[src/rtl/turbo_sched.sv]
// turbo_sched: CPU clock-enable strobe from clk28 at 3.5/7/14 MHz with phase-aligned speed changes.
// Optional macro TURBO_SCHED_SLOW_IO_EN enables the 3.5 MHz slowdown of slow-port I/O cycles.
module turbo_sched #(
  parameter int PEND_TIMEOUT = 1023,
  parameter int TO_W         = 10
) (
  input  logic        clk28,
  input  logic        rst_n,
  input  logic        bus_mreq,
  input  logic        bus_ioreq,
  input  logic [15:0] bus_a,
  input  logic [1:0]  turbo_req,
  output logic        cpu_tick,
  output logic [1:0]  speed,
  output logic        switching
);
  // state   | meaning
  // RUN     | ticking at the committed speed
  // PEND    | speed change waiting for cnt==7 with an idle bus, or the timeout
  // SLOW_IO | slow-port I/O cycle held at 3.5 MHz
  localparam logic [1:0] RUN     = 2'd0;
  localparam logic [1:0] PEND    = 2'd1;
  localparam logic [1:0] SLOW_IO = 2'd2;

  localparam logic [1:0] TURBO_NONE = 2'd0;
  localparam logic [1:0] TURBO_7    = 2'd1;
  localparam logic [1:0] TURBO_14   = 2'd2;

  localparam logic [TO_W-1:0] TO_MAX = TO_W'(PEND_TIMEOUT);

  logic [2:0]      cnt_q, cnt_d;
  logic [1:0]      state_q, state_d;
  logic [1:0]      cur_q, cur_d;
  logic [TO_W-1:0] to_cnt_q, to_cnt_d;
  logic            cpu_tick_q, cpu_tick_d;
  logic [1:0]      speed_q, speed_d;

  logic [1:0] req_norm;
  logic [1:0] eff;
  logic       match;
  logic       slow_io;
  logic       bus_idle;

`ifdef TURBO_SCHED_SLOW_IO_EN
  assign slow_io = bus_ioreq && (!bus_a[0] || (bus_a[15] && !bus_a[1]));
`else
  logic unused_bus_a;
  assign unused_bus_a = ^bus_a;
  assign slow_io      = 1'b0;
`endif

  assign bus_idle = !bus_mreq && !bus_ioreq;

  always_comb begin
    req_norm = TURBO_NONE;
    if (turbo_req == TURBO_7 || turbo_req == TURBO_14) req_norm = turbo_req;

    eff = (state_q == SLOW_IO) ? TURBO_NONE : cur_q;

    match = 1'b0;
    case (eff)
      TURBO_7:  match = (cnt_q[1:0] == 2'd3);
      TURBO_14: match = cnt_q[0];
      default:  match = (cnt_q == 3'd7);
    endcase

    cnt_d      = cnt_q + 3'd1;
    cpu_tick_d = match;
    speed_d    = eff;
    state_d    = state_q;
    cur_d      = cur_q;
    to_cnt_d   = to_cnt_q;

    case (state_q)
      RUN: begin
        if (req_norm != cur_q) begin
          state_d  = PEND;
          to_cnt_d = '0;
        end else if (cur_q != TURBO_NONE && slow_io) begin
          state_d = SLOW_IO;
        end
      end
      PEND: begin
        if (to_cnt_q != TO_MAX) to_cnt_d = to_cnt_q + TO_W'(1);
        // cnt==7 is a tick point at every speed, so switching here never shortens a tick
        if (req_norm == cur_q) begin
          state_d = RUN;
        end else if (cnt_q == 3'd7 && (bus_idle || to_cnt_q == TO_MAX)) begin
          cur_d   = req_norm;
          state_d = RUN;
        end
      end
      SLOW_IO: begin
        if (!bus_ioreq && cnt_q == 3'd7) state_d = RUN;
      end
      default: state_d = RUN;
    endcase
  end

  always_ff @(posedge clk28 or negedge rst_n) begin
    if (!rst_n) begin
      cnt_q      <= 3'd0;
      state_q    <= RUN;
      cur_q      <= TURBO_NONE;
      to_cnt_q   <= '0;
      cpu_tick_q <= 1'b0;
      speed_q    <= TURBO_NONE;
    end else begin
      cnt_q      <= cnt_d;
      state_q    <= state_d;
      cur_q      <= cur_d;
      to_cnt_q   <= to_cnt_d;
      cpu_tick_q <= cpu_tick_d;
      speed_q    <= speed_d;
    end
  end

  assign cpu_tick  = cpu_tick_q;
  assign speed     = speed_q;
  assign switching = (state_q == PEND);

endmodule

[config.mk]
export PLATFORM = sky130hd
export DESIGN_NAME = turbo_sched
export DESIGN_NICKNAME = d
export VERILOG_FILES = /design/src/rtl/turbo_sched.sv
export SDC_FILE = /design/constraint.sdc
export NUM_CORES = 1
export LEC_CHECK = 0
export ABC_CLOCK_PERIOD_IN_PS = 4200
export BUFFER_PORTS_ARGS = -buffer_cell sky130_fd_sc_hd__buf_2
export CAP_MARGIN = 20
export CORE_MARGIN = 3
export CORE_UTILIZATION = 55
export DETAILED_ROUTE_END_ITERATION = 7
export PLACE_DENSITY = 0.93
export RECOVER_POWER = 50
export SYNTH_ARGS = -nofsm -noshare
export SYNTH_HDL_FRONTEND = slang
export SYNTH_SLANG_ARGS = --single-unit
[constraint.sdc]
create_clock -name clk28 -period 4.2 [get_ports clk28]
set_input_delay 0.63 -clock clk28 [delete_from_list [all_inputs] [get_ports clk28]]
set_output_delay 0.63 -clock clk28 [all_outputs]
set_load 0.03 [all_outputs]
==> flow_summary.ini <==
[cts]
cts_buffer_depth = 2
tritoncts = done
cts-root-buf = clkbuf_4
clkSinkCount = 19
postCtsHoldBufs = 0
cts_setup_buffers = 0
path_clk_slew_ps = 100
cts_max_level = 1
clk_latency_ps = 290
numCtsBuffers = 3
cts_resized = 0

[logic_synthesis]
yosysWarnings = 0
synth_nets = 119
synthTopCellsByArea = dfrtp_1 48%, ha_1 6.3%, nand3_1 6.0%
ys_seq_area_share_pct = 47.6
yosysUniqueCellTypes = 34
yosysTopAreaCellShare_pct = 47.6
synth-seq-cells = 19
synthesis.area_um2 = 998
async_flop_share_pct = 100
synthCells = 92
avgSynthCellArea_um2 = 10.9
synth_common_cells = 19 x dfrtp_1, 12 x nand3_1, 6 x nor2_1
synth_top_cell_by_area = dfrtp_1
synth_ff_type = dfrtp_1
yosysMostFrequentCell = dfrtp_1
synth_edf_count = 0

[global_routing]
grt_pass1_wl_um = 3140
grt_max_degree = 20
first_global_vias = 714
grt_use_total_pct = 17.1
antenna_found_initial = 0
grt_overflow = 0

[min_path]
min_path_type = reg2reg

[critical_path]
cp_top_family = flip-flops
worst_setup_path_end_kind = primary output
critPathKind = reg2out
critPathLaunchType = register
crit_path_cell_trace = buf_2
cp.required_ps = 3570
slowest_stage = dfrtp_1
cp.arrival_ps = 1230
slowest_delay_ps = 650
path_buf_inv = 1
critPathMaxFanout = 15

[layout]
area_delta_synth_final_pct = 9.52
fillerInstances = 125
drive_gt1_share_pct = 16.3
design_area_um2 = 1090
postLayoutCoreUtil_pct = 67.9
layout.cells.non_filler = 128
antenna-diode-count = 0
fin_nets = 132

[die]
die_h_um = 48.6
core-area_um2 = 1610
io_pins = 26
start_util_pct = 62.0
die_x_um = 48.6
rows = 14
die-area_um2 = 2360

[route]
drt_iter0_drc = 13
final_antenna_net_count = 0
wl_um = 1790
viasPerCell = 5.88
drc = 0
drt_pre_antenna_iters = 4
via_count = 753
wl_per_cell_um = 14.0

[place]
dp.cells = 124
placed_cell_area_um2 = 1070
port_buffers = 9
place_congestion = 0.852
dp_hpwl_um = 1300
dp_slack_ps = 2300

[flow_run]
drv_cap = 0

[timing]
fin_crit_ps = 1860
worst_slack_ps = 2340
clock_skew_ps = 0.899
worst_pin_slew_ps = 1010
setup-tns-final_ps = 0
grt_setup_unrepaired = no
relSlewSlack_pct = 32.9
fin_hold_ws_ps = 449
fmax_mhz = 537
hold_violations = 0
period_share_pct = 44.3
setup_viol = 0
slew_violations = 0

[power]
finalPower_mw = 0.452
pwr_density_cell_nw_per_um2 = 413
p_leak_nw = 0.551
max-vdd-ir-drop_mv = 0.254

[run_status]
status = finished, final reports clean
-- per-layer routing --
layer | up-vias | wire (um) | track usage (%)
li1 | 372 | - | -
met4 | 0 | 21 | 9.48
met2 | 11 | 911 | 28.3
met1 | 368 | 805 | 20.2
met5 | - | 0 | 0
met3 | 2 | 51 | 4.29
-- cell usage in the layout, fill, tap and decap left out --
cell and instances:
dfrtp_1 19, nand3_1 12, buf_2 8, nor2_1 6, ha_1 5, inv_1 4, nand2_1 3, o21ai_0 3
nor4_1 3, a211o_1 3, mux2i_1 3, clkbuf_4 3, or3_1 2, nor2b_1 2, nor4bb_1 2, o311a_1 2
nand2b_1 2, a21oi_1 2, nor3_1 2, clkbuf_1 2, a22oi_1 1, nand4_4 1, or2_2 1, xor2_1 1
and2_4 1, a32o_1 1, a311o_1 1, nor3_4 1, and3_2 1, xnor2_1 1, a22o_1 1, o211ai_2 1
a31oi_1 1, o211a_1 1, o2bb2ai_1 1, nand3b_1 1
-- final timing paths --
path	cells after the start	end	slack [ps]	from
worst max-delay path	1	switching	2340	state_q[0]$_DFFE_PN0P_
worst max register to register	5	to_cnt_q[5]$_DFFE_PN0P_	2560	to_cnt_q[0]$_DFFE_PN0P_
worst min register to register	1	cnt_q[0]$_DFF_PN0_	450	cnt_q[0]$_DFF_PN0_
max in group asynchronous	1	to_cnt_q[8]$_DFFE_PN0P_	3120	rst_n
min in group asynchronous	1	to_cnt_q[9]$_DFFE_PN0P_	470	rst_n
worst min-delay path	1	cnt_q[0]$_DFF_PN0_	450	cnt_q[0]$_DFF_PN0_
-- power breakdown --
part / total [mW] / leakage (nW) / internal [mW] / switching (mW)
Sequential: 0.255 / 0.245 / 0.211 / 0.0438
Clock: 0.0908 / 0.0150 / 0.0370 / 0.0538
Combinational: 0.106 / 0.290 / 0.0439 / 0.0620
-- cell type report --
| cell class | instances | area [um^2] | share of cell area [%] |
|---|---|---|---|
| inverters | 4 | 15.0 | 1.37 |
| well taps | 24 | 30.0 | 2.75 |
| multi-input cells | 68 | 503 | 46.0 |
| flip-flops and latches | 19 | 475 | 43.5 |
| clock buffers | 4 | 26.3 | 2.40 |
| repair buffers | 9 | 43.8 | 4.00 |
-- cell families (layout without fill, tap and decap cells) --
| logic type | count (synthesis) | count (layout) | synth area share, % |
|---|---|---|---|
| AO/OA/AOI/OAI | 18 | 18 | 14.5 |
| buffers and inverters | 5 | 17 | 2.00 |
| XOR/XNOR | 2 | 2 | 1.75 |
| AND/OR/NAND/NOR | 40 | 40 | 24.8 |
| flip-flops | 19 | 19 | 47.6 |
| adder cells (fa/ha/maj) | 5 | 5 | 6.27 |
| multiplexers | 3 | 3 | 3.01 |
-- registers in the layout, summed over array words and instances (netlist names) --
signal	count
to_cnt_q	10
cnt_q	3
cur_q	2
speed	2
cpu_tick	1
state_q	1
(Power assumes the default switching activity.)
